[config.mk]
export PLATFORM = sky130hd
export DESIGN_NAME = tdsp_ds_buffer
export DESIGN_NICKNAME = d
export VERILOG_FILES = /design/src/rtl/tdsp_ds_buffer_pkg.sv /design/src/rtl/tdsp_ds_buffer_ptr.sv /design/src/rtl/tdsp_ds_buffer.sv
export SDC_FILE = /design/constraint.sdc
export NUM_CORES = 1
export LEC_CHECK = 0
export BUFFER_PORTS_ARGS = -buffer_cell sky130_fd_sc_hd__buf_4
export CAP_MARGIN = 20
export CORE_ASPECT_RATIO = 2
export CORE_MARGIN = 2
export CORE_UTILIZATION = 28
export DETAILED_ROUTE_END_ITERATION = 12
export SLEW_MARGIN = 20
export SYNTH_ARGS = -nofsm -noshare
export SYNTH_HDL_FRONTEND = slang
export SYNTH_HIERARCHICAL = 1
export SYNTH_SLANG_ARGS = --single-unit
[constraint.sdc]
create_clock -name clk -period 3.55 [get_ports clk]
set_clock_uncertainty 0.05 [all_clocks]
set_input_delay 0.8875 -clock clk [delete_from_list [all_inputs] [get_ports clk]]
set_output_delay 0.8875 -clock clk [all_outputs]
set_load 0.1 [all_outputs]
[src/rtl/tdsp_ds_buffer_pkg.sv]
// tdsp_ds_buffer_pkg: shared TDSP data width and data-sample buffer geometry.
package tdsp_ds_buffer_pkg;
    localparam int MSB          = 15;
    localparam int DS_DEPTH     = 8;
    localparam int DS_AW        = 3;
    localparam int DS_IRQ_LEVEL = 4;
endpackage

[src/rtl/tdsp_ds_buffer_ptr.sv]
// tdsp_ds_ptr: AW-bit wrapping pointer with increment enable and async active-low clear.
module tdsp_ds_ptr #(
    parameter int AW = 3
) (
    input  logic          clk,
    input  logic          reset_n,
    input  logic          i_inc,
    output logic [AW-1:0] o_ptr
);
    logic [AW-1:0] r_ptr;

    always_ff @(posedge clk or negedge reset_n) begin
        if (!reset_n)   r_ptr <= '0;
        else if (i_inc) r_ptr <= r_ptr + 1'b1;
    end

    assign o_ptr = r_ptr;
endmodule

[src/rtl/tdsp_ds_buffer.sv]
// tdsp_ds_buffer: show-ahead sample FIFO feeding the TDSP data mux, with level irq
// and sticky overflow/underflow status.
module tdsp_ds_buffer
    import tdsp_ds_buffer_pkg::*;
#(
    parameter int DEPTH     = DS_DEPTH,
    parameter int AW        = DS_AW,
    parameter int IRQ_LEVEL = DS_IRQ_LEVEL
) (
    input  logic         clk,
    input  logic         reset_n,
    input  logic [MSB:0] sample_in,
    input  logic         sample_stb,
    input  logic         ds_read,
    output logic [MSB:0] ds_data,
    output logic [AW:0]  ds_count,
    output logic         ds_empty,
    output logic         ds_full,
    output logic         ds_irq,
    output logic         ovf,
    output logic         unf,
    input  logic         flag_clr
);
    logic [MSB:0]  r_mem [0:DEPTH-1];
    logic [AW:0]   r_count;
    logic          r_ovf;
    logic          r_unf;
    logic [AW-1:0] w_wp;
    logic [AW-1:0] w_rp;
    logic          w_empty;
    logic          w_full;
    logic          w_pop;
    logic          w_push;

    assign w_empty = r_count == '0;
    assign w_full  = r_count == (AW+1)'(DEPTH);
    assign w_pop   = ds_read && !w_empty;
    // a pop frees a slot in the same edge, so a full buffer still accepts a strobe
    assign w_push  = sample_stb && (!w_full || w_pop);

    tdsp_ds_ptr #(.AW(AW)) u_wp (.clk(clk), .reset_n(reset_n), .i_inc(w_push), .o_ptr(w_wp));
    tdsp_ds_ptr #(.AW(AW)) u_rp (.clk(clk), .reset_n(reset_n), .i_inc(w_pop),  .o_ptr(w_rp));

    always_ff @(posedge clk) begin
        if (w_push) r_mem[w_wp] <= sample_in;
    end

    always_ff @(posedge clk or negedge reset_n) begin
        if (!reset_n) begin
            r_count <= '0;
            r_ovf   <= 1'b0;
            r_unf   <= 1'b0;
        end else begin
            r_count <= r_count + (AW+1)'(w_push) - (AW+1)'(w_pop);
            if (sample_stb && w_full && !w_pop) r_ovf <= 1'b1;
            else if (flag_clr)                  r_ovf <= 1'b0;
            if (ds_read && w_empty)             r_unf <= 1'b1;
            else if (flag_clr)                  r_unf <= 1'b0;
        end
    end

    assign ds_data  = w_empty ? '0 : r_mem[w_rp];
    assign ds_count = r_count;
    assign ds_empty = w_empty;
    assign ds_full  = w_full;
    assign ds_irq   = r_count >= (AW+1)'(IRQ_LEVEL);
    assign ovf      = r_ovf;
    assign unf      = r_unf;
endmodule

* After elaboration in Yosys (flattened, before gate mapping)
Memories as Yosys holds them, arrays and structs flattened. Cells that the tools add are included.
Storage, ports and cells: register bits after elaboration 12, RAM bits 128, word-level logic and storage cells 30, memories 1
Memories:
- r_mem | words 8, bits a word 16, rd ports 1, clocked after Yosys merged registers in 0, wr ports 1, line tdsp_ds_buffer.sv:24 | logic [MSB:0] r_mem [0:DEPTH-1];
Cells by class: $add $sub $neg 4, $lt $le $gt $ge 1, equal/unequal tests 1, multiplexer cells 6, reductions and logical operators 12
Operators by type and width (count):
- 16-bit two-way mux | 1
- 3-bit by 1-bit adder with 3-bit output, second input constant | 2
- 1-bit logical AND | 5
- 1-bit two-way mux | 5
- 4-bit by 1-bit adder with 4-bit output | 1
- 4-bit == test, second input constant | 1
- 4-bit by 3-bit >= comparator with 1-bit output, second input constant | 1
- 4-bit zero test | 1
- 2-bit nonzero test | 2
- 4-bit by 1-bit subtractor with 4-bit output | 1
- 1-bit zero test | 3
- 1-bit logical OR | 1

* Depth between registers and ports, before layout
Gate-level depths: netlist of the first run.
depth after elaboration 7, mapped depth 9, depth with buffers taken out 9

* Hierarchy
The synthesis of the first run kept the hierarchy.
Modules (own cells, without submodules):
- tdsp_ds_buffer | times used 1, cells an instance 236, area an instance 5306.3 um^2
- tdsp_ds_ptr | times used 2, cells an instance 8, area an instance 123.9 um^2

* Least setup slack after synthesis of the first run
Ideal clock, no wire load.
path kind flip-flop to output port, start point register r_count[2] (netlist: ds_count[2]), end point output ds_data[10], arrival time 3124 ps, data required time 2612 ps, slack -512 ps, stages on the path, launching flop included 7, path buffers 1, cell sequence dfrtp_1 -> inv_1 -> ha_1 -> nor3b_4 -> nor2_1 -> buf_2 -> a22o_1
On the way: longest elaborated chain between the ends 2
Ends and longest elaborated chain:
- from (decl) | line tdsp_ds_buffer.sv:25 | logic [AW:0] r_count;
- from (signal assigned) | line tdsp_ds_buffer.sv:54 | r_count <= r_count + (AW+1)'(w_push) - (AW+1)'(w_pop);
- 4-bit zero test | line tdsp_ds_buffer.sv:35 | assign w_empty = r_count == '0;
- net ds_empty | line tdsp_ds_buffer.sv:17 | output logic ds_empty,
- 16-bit two-way mux | line tdsp_ds_buffer.sv:62 | assign ds_data = w_empty ? '0 : r_mem[w_rp];
- to (decl) | line tdsp_ds_buffer.sv:15 | output logic [MSB:0] ds_data,
The timed path passes the listed nets, and every way through them passes these cells.

* Worst setup path in the final report of the first run
start point register r_count[2] (netlist: ds_count[2]), end point output ds_data[11]
On the way: longest elaborated chain between the ends 2
Ends and longest elaborated chain (line):
- 4-bit zero test | tdsp_ds_buffer.sv:35
- 16-bit two-way mux | tdsp_ds_buffer.sv:62
No other way between the ends.

==> flow_summary.yaml, run 1 <==
job:
  drv.max_cap_violation_count: 0
clock_tree:
  h-tree-depth: 4
  clockBufferDepth: 2
  cts_sinks: 140
  clk_transition_reported_paths_ps: 60
  clock-root-buffer: "clkbuf_16"
  post_cts_resized: 0
  tritoncts: "yes"
  worstSkewPairLatency_ps: 410
  post_cts_buffers: 0
  cts_inserted_buffers: 17
  cts_hold_buf: 0
logic_synthesis:
  synth.avg_cell_area_sq_um: 22.0
  synth_seq_area_share: 0.746
  muxShareOfSynthArea: 0.145
  synth_nets: 281
  synth.largest_area_cell: "edfxtp_1"
  synth-xor-area-share: 0.00946
  number_of_flops_mapped_to_enable_cells_by_yosys: 128
  number_of_synthesized_register_bits: 140
  synth_compound_area_frac: 0.0345
  post_synth_main_area_contributors: "edfxtp_1 (69%), mux4_1 (7.1%), mux4_2 (6.9%)"
  synth_fa_ha_area_frac: 0.0194
  synth_area_sq_um: 5550
  synth-main-ff-cell: "edfxtp_1"
  post_synth_num_cell_types: 28
  yosysWarnings: 6
  synthDominantCellAreaShare: 0.692
  synthSimpleGateAreaFrac: 0.0223
  synth_top_family_by_area: "multiplexers"
  synth-async-reset-ratio: 0.0857
  synthesized_instance_count: 252
sta:
  timing.final.hold_violations: 0
  timing.final.crit_period_ps: 3190
  setup_tns_ps: 0
  max_slew_margin: 0.615
  f_max_mhz: 313
  setup_repair_after_global_routing_missed_its_margin: "no"
  slew_violations: 0
  setup_viol_count_final: 0
  tightest_slew_ps: 578
  postLayoutSetupSlackWorst_ps: 358
  final_min_period_over_clock_period: 0.899
hold_path:
  hp-class: "primary input to asynchronous set/reset pin"
cells_and_area:
  num_antenna_cells: 0
  non_filler_cell_area_final_sq_um: 6980
  fillerInstances: 1787
  layout-area-overhead-vs-synth_pct: 25.7
  fin_cells: 590
  drive_above_1_share: 0.432
  layout.nets: 348
route:
  detail_route.drc_violations: 0
  vias: 2644
  met3RoutedLength_microns: 259
  drt_first_pass_iters: 4
  initialDrtViolationCount: 167
  antenna_violating_nets_post_route: 0
  vias_per_instance: 4.48
  route.final.wire_length_microns: 10900
  route.top_layer_used: "met4"
  met2RoutedLength_microns: 6140
  routedWlPerCell_microns: 18.5
  met1_length_microns: 4330
global_routing:
  grt_max_degree: 26
  globalRoute.totalOverflow: 0
  antenna_violations_before_repair: 0
  global_route_wire_length_before_repair_microns: 16900
  track_usage: 0.109
  first_global_vias: 2967
place:
  place.detailed.hpwl_microns: 6870
  placed_cells: 559
  placedInstanceArea_sq_um: 6390
  numPortBuffers: 45
  finalWeightedCongestion: 0.687
  placement.setup.worst_slack_ps: 775
worst_setup_path:
  start_kind: "flop"
  critical_path_required_ps: 2610
  setup.reg_to_reg.worst_slack_ps: 1000
  crit_path_end_kind: "output pin"
  setup_cp_type: "flop to output pin"
  crit_fanout: 16
  arrival_ps: 2250
floorplanning:
  floorplan.initialDensity: 0.287
  chipHeight_microns: 203
  coreArea_sq_um: 19400
  io-pin-count: 46
  fp.dieArea_sq_um: 21000
  placementRows: 72
  die_span_in_x_microns: 104
run_status:
  status: "completed"
[flip-flops by register name, summed over array words and instances (netlist names)]
signal	count
ds_count	4
r_mem	128
u_rp/o_ptr	3
ovf	1
unf	1
u_wp/o_ptr	3
[area by class of cell]
type / instances / area (sq um) / share of cell area
multi-input combinational: 92 / 1420 / 0.204
clock buffer: 17 / 425 / 0.0609
tap: 259 / 324 / 0.0464
inverter: 10 / 40.0 / 0.00573
sequential: 140 / 4160 / 0.595
timing repair buffer: 58 / 448 / 0.0641
clock inverter: 14 / 170 / 0.0244
[synth_stat cells, drive strengths merged (3+ instances only)]
cell,number
xnor2,3
nor2,5
xor2,3
nor3,4
dfrtp,12
inv,10
ha,7
edfxtp,128
a22o,18
nor2b,3
mux4,32
buf,8
nand2,3
[layout by cell type, fill, tap and decap left out, types with 3 or more instances in the layout]
master | synthesis | layout
edfxtp_1 | 128 | 128
buf_4 | 0 | 57
mux4_2 | 17 | 17
clkbuf_16 | 0 | 17
mux4_1 | 15 | 15
a22o_4 | 0 | 10
inv_1 | 10 | 8
dfrtp_1 | 12 | 7
a22o_2 | 0 | 6
ha_1 | 7 | 6
nor2_1 | 5 | 4
nor3_2 | 0 | 4
clkinv_4 | 0 | 4
clkinv_2 | 0 | 4
xnor2_1 | 3 | 3
xor2_1 | 3 | 3
nand2_1 | 3 | 3
bufinv_16 | 0 | 3
dfrtp_2 | 0 | 3
[per-layer routing]
metal,GRT usage,vias up
met2,0.206,49
met4,0.0487,0
li1,-,1194
met3,0.0233,10
met1,0.116,1391
met5,0,-
[per-stage QoR]
| stage | hold WS (ps) | utilization |
|---|---|---|
| 4_1_cts | 253 | 0.361 |
| 3_3_place_gp | 449 | 0.330 |
| 2_1_floorplan | 427 | - |
| 5_1_grt | 263 | 0.361 |
| 6_report | 266 | 0.361 |
| 3_5_place_dp | 448 | 0.330 |
[logic make-up after synthesis]
group / count (synthesis)
flops: 140
mux: 34
compound gates: 23
simple gates: 21
buf+inv: 20
fa+ha+maj: 8
xor+xnor: 6
[worst max-delay path, stage by stage, from the launching register on]
cell and delay, ps:
dfrtp_4 490, inv_4 80, ha_4 130, nor3b_4 310, nor2b_2 70, buf_4 240, a22o_4 290, buf_4 230
[final timing paths]
path,from,end,cells past startpoint
setup reg to reg,ds_count[2],ds_count[1],9
hold reg to reg,ovf,ovf,1
setup / recovery,ds_count[2],ds_data[11],7
max in group asynchronous,reset_n,ds_count[2],1
hold / removal,reset_n,unf,1
min in group clk,ovf,ovf,1
Power of run 1 is not shown: default switching activity piles up to over one toggle a cycle in this logic, so the estimate is an artifact.
==> inputs of run 2 (changes only) <==
CORE_ASPECT_RATIO = 1.1   (was 2)
==> run 2 against run 1 <==
Net effect: worst hold slack got worse by 6.1 ps; count of clock-buffer cells in the layout increased by 7; non-clock buffer count decreased by 1; setup slack got worse by 180 ps; wire length decreased by 0.53%; utilization decreased by 0.57 points; critical path depth decreased by 3; register-to-register slack got worse by 30 ps; die area decreased by 0.32%; flip-flop and latch count unchanged; maximum frequency decreased by 5.3%; design area about the same; critical path type unchanged; largest cell class unchanged.
==> flow_summary.yaml, run 2 (synthesized netlist as in run 1, its figures left out) <==
clock_tree:
  cts_inserted_buffers: 17
  clockBufferDepth: 2
  cts_hold_buf: 0
  post_cts_resized: 0
  tritoncts: "yes"
  post_cts_buffers: 0
  h-tree-depth: 4
  cts_sinks: 140
  clock-root-buffer: "clkbuf_16"
  worstSkewPairLatency_ps: 420
  clk_transition_reported_paths_ps: 60
worst_setup_path:
  timing.critical_path.max_delay_family: "flip-flops"
  path_cells: "buf_12 > mux4_1 > a22o_4 > buf_4"
  reg2regPathDepth: 9
  arrival_ps: 2430
  critical_path_required_ps: 2610
  crit_path_start: "u_rp/o_ptr[0]"
  start_kind: "flop"
  regToRegStartpoint: "ds_count[2]"
  worst_r2r_endpoint: "ds_count[1]"
  critPathMaxStageDelay_ps: 680
  crit_path_end_kind: "output pin"
  critical_path.n_buffers_inverters: 2
  setup_cp_type: "flop to output pin"
  setup.reg_to_reg.worst_slack_ps: 970
  slowest_stage: "dfrtp_2"
  crit_fanout: 20
hold_path:
  hp-class: "primary input to asynchronous set/reset pin"
global_routing:
  antenna_violations_before_repair: 0
  global_route_wire_length_before_repair_microns: 16800
  globalRoute.totalOverflow: 0
  track_usage: 0.111
  grt_max_degree: 33
  first_global_vias: 2894
floorplanning:
  coreArea_sq_um: 19700
  floorplan.initialDensity: 0.282
  placementRows: 54
  fp.dieArea_sq_um: 21000
  die_span_in_x_microns: 138
  chipHeight_microns: 152
  io-pin-count: 46
job:
  drv.max_cap_violation_count: 0
sta:
  f_max_mhz: 297
  max_slew_margin: 0.668
  postLayoutSetupSlackWorst_ps: 179
  tightest_slew_ps: 498
  timing.final.hold_violations: 0
  slew_violations: 0
  timing.final.crit_period_ps: 3370
  final_min_period_over_clock_period: 0.950
  setup_tns_ps: 0
  setup_viol_count_final: 0
  setup_repair_after_global_routing_missed_its_margin: "no"
run_status:
  status: "completed"
route:
  vias: 2659
  route.final.wire_length_microns: 10800
  antenna_violating_nets_post_route: 0
  routedWlPerCell_microns: 18.6
  initialDrtViolationCount: 142
  vias_per_instance: 4.56
  detail_route.drc_violations: 0
  drt_first_pass_iters: 4
cells_and_area:
  layout_commonest_cell: "edfxtp_1"
  num_antenna_cells: 0
  layout-area-overhead-vs-synth_pct: 25.6
  layout.nets: 347
  largest_register_ffs: 128
  fillerInstances: 1807
  layout_common_cells: "edfxtp_1 (128), buf_4 (56), mux4_2 (17), clkbuf_16 (17), mux4_1 (15)"
  register_with_the_most_flip_flops: "r_mem"
  drive_above_1_share: 0.420
  non_filler_cell_area_final_sq_um: 6980
place:
  placedInstanceArea_sq_um: 6370
  place.detailed.hpwl_microns: 6410
  finalWeightedCongestion: 0.705
  placement.setup.worst_slack_ps: 573
  numPortBuffers: 45
[run 2: changes by cell type in the layout (fill, tap and decap cells not counted), sizes merged]
cell / previous run / this run
clkbuf: 17 / 24
clkinv: 8 / 5
inv: 12 / 10
buf: 58 / 57
clkinvlp: 1 / 0
[run 2: worst max-delay path by stage]
stage | to | slack (ps) | depth (start not counted)
after global placement | ds_data[12] | 570 | 4
final | ds_data[11] | 180 | 4
after global routing | ds_data[8] | 60 | 4
after detailed placement | ds_data[11] | 570 | 4
after CTS | ds_data[11] | 120 | 4
after floorplan | ds_data[10] | 10 | 7
[run 2: through the flow]
stage | cells | utilization | hold slack, ps
after floorplan | 252 | - | 427
after global placement | 551 | 0.324 | 441
after detailed placement | 551 | 0.324 | 445
after CTS | 583 | 0.355 | 243
after global routing | 583 | 0.355 | 249
final | 583 | 0.355 | 260
[run 2: final cells by class]
cell class / count / area (sq um) / area share
Multi-Input combinational cell: 92 / 1420 / 0.204
Tap cell: 252 / 315 / 0.0452
Timing Repair Buffer: 57 / 440 / 0.0631
Clock inverter: 8 / 114 / 0.0163
Sequential cell: 140 / 4160 / 0.595
Clock buffer: 24 / 492 / 0.0705
Inverter: 10 / 40.0 / 0.00574
[run 2: metal layers]
metal  routed length [microns]  global-route usage  up-vias
met5                         0                   0        -
met2                      5310               0.180       56
met1                      4880               0.136     1398
li1                          -                   -     1188
met3                       428              0.0333       17
met4                       212              0.0556        0
Power of run 2 is left out for the same reason.
==> inputs of run 3 (changes only) <==
BUFFER_PORTS_ARGS = -buffer_cell sky130_fd_sc_hd__buf_2   (was -buffer_cell sky130_fd_sc_hd__buf_4)
CELL_PAD_IN_SITES_DETAIL_PLACEMENT = 1   (was default)
CELL_PAD_IN_SITES_GLOBAL_PLACEMENT = 2   (was default)
CORE_UTILIZATION = 46   (was 28)
PLACE_DENSITY_LB_ADDON = 0.1   (was default)
==> run 3 against run 2 <==
Net effect: utilization grew 22 points; first-iteration DRC count down 39%; critical path type unchanged; register-to-register slack is essentially flat; non-clock buffer count grew 1; count of clock-buffer cells in the layout fell by 7; largest cell class unchanged.
==> flow_summary.yaml, run 3 (synthesized netlist as in run 1, its figures left out) <==
clock_tree:
  clockBufferDepth: 2
  post_cts_resized: 0
  cts_inserted_buffers: 17
  cts_hold_buf: 0
  tritoncts: "yes"
  h-tree-depth: 4
  worstSkewPairLatency_ps: 410
  post_cts_buffers: 0
  clock-root-buffer: "clkbuf_16"
  cts_sinks: 140
  clk_transition_reported_paths_ps: 60
cells_and_area:
  postLayoutCoreUtil: 0.575
  largest_register_ffs: 128
  layout_common_cells: "edfxtp_1 (128), buf_2 (39), mux4_2 (17), clkbuf_16 (17), mux4_1 (15)"
  layout-area-overhead-vs-synth_pct: 23.5
  register_with_the_most_flip_flops: "r_mem"
  num_antenna_cells: 0
  drive_above_1_share: 0.423
  layout.nets: 348
  layout_commonest_cell: "edfxtp_1"
sta:
  setup_repair_after_global_routing_missed_its_margin: "no"
  timing.final.hold_violations: 0
  setup_viol_count_final: 0
  setup_tns_ps: 0
  tightest_slew_ps: 507
  max_slew_margin: 0.662
  final_min_period_over_clock_period: 0.923
  slew_violations: 0
  timing.final.crit_period_ps: 3280
  hold_ws_ps: 315
  f_max_mhz: 305
floorplanning:
  floorplan.initialDensity: 0.466
  io-pin-count: 46
  coreArea_sq_um: 11900
  chipHeight_microns: 119
  placementRows: 42
  die_span_in_x_microns: 109
  fp.dieArea_sq_um: 13000
route:
  initialDrtViolationCount: 87
  routedWlPerCell_microns: 22.2
  route.final.wire_length_microns: 10800
  detail_route.drc_violations: 0
  vias_per_instance: 5.48
  drt_first_pass_iters: 4
  vias: 2656
  antenna_violating_nets_post_route: 0
global_routing:
  globalRoute.totalOverflow: 0
  first_global_vias: 2906
  grt_max_degree: 25
  gr-max-usage-layer: "met2"
  global_route_wire_length_before_repair_microns: 16700
  groute.layer.met1.usage: 0.234
  antenna_violations_before_repair: 0
  grt.met3_usage: 0.0520
  track_usage: 0.184
  grtUsageMet2: 0.305
worst_setup_path:
  critPathMaxStageDelay_ps: 480
  setup.reg_to_reg.worst_slack_ps: 970
  crit_fanout: 16
  start_kind: "flop"
  worst_r2r_endpoint: "ds_count[1]"
  arrival_ps: 2340
  path_cells: "inv_4 > ha_4 > nor3b_4 > nor2b_2 > buf_4 > a22o_4 > buf_2"
  crit_path_end_kind: "output pin"
  regToRegStartpoint: "ds_count[2]"
  critical_path_required_ps: 2610
  setup_cp_type: "flop to output pin"
  reg2regPathDepth: 9
  slowest_stage: "dfrtp_4"
place:
  numPortBuffers: 45
  finalWeightedCongestion: 0.664
  place.detailed.hpwl_microns: 6270
job:
  drv.max_cap_violation_count: 0
run_status:
  status: "completed"
hold_path:
  hp-class: "primary input to asynchronous set/reset pin"
==> run 3: changes by cell type in the layout (fill, tap and decap cells not counted) <==
cell	delta
buf_4	-44
buf_2	+39
buf_12	+6
clkbuf_8	-4
clkbuf_1	-3
bufinv_16	+2
clkinv_1	+2
clkinv_4	+2
clkinv_2	-1
clkinvlp_4	+1
==> run 3: worst max-delay path by stage <==
stage                     slack, ps  cells past startpoint          end         from
after detailed placement        690                      7  ds_data[11]  ds_count[2]
after global placement          710                      7  ds_data[10]  ds_count[2]
after global routing            160                      7  ds_data[11]  ds_count[2]
after floorplan                  10                      7  ds_data[10]  ds_count[2]
after CTS                       230                      7  ds_data[10]  ds_count[2]
final                           270                      7  ds_data[10]  ds_count[2]
==> run 3: final cells by class <==
class,instances,area (sq um)
Tap cell,154,193
Clock buffer,17,425
Sequential cell,140,4160
Multi-Input combinational cell,92,1420
Inverter,10,40.0
Clock inverter,14,201
Timing Repair Buffer,58,425
Fill cell,1028,5070
==> run 3: worst max-delay path: cells and delay by family (launching register included) <==
| family | cells | cell delay (ps) |
|---|---|---|
| buf+inv | 3 | 610 |
| flops | 1 | 480 |
| simple gates | 2 | 400 |
| compound gates | 1 | 280 |
| fa+ha+maj | 1 | 140 |
==> run 3: routing by layer <==
layer / up-vias / wire length [microns]
li1: 1188 / -
met1: 1402 / 4540
met2: 56 / 5720
met3: 10 / 358
met4: 0 / 140
met5: - / 0
==> run 3: metrics by stage <==
step / area [sq um] / worst slack [ps] / std cells
floorplan: 5680 / 12.4 / 252
global placement: 6230 / 713 / 454
detailed placement: 6230 / 695 / 454
CTS: 6860 / 227 / 485
global route: 6860 / 160 / 485
finish: 6860 / 275 / 485
Power of run 3 is left out for the same reason.
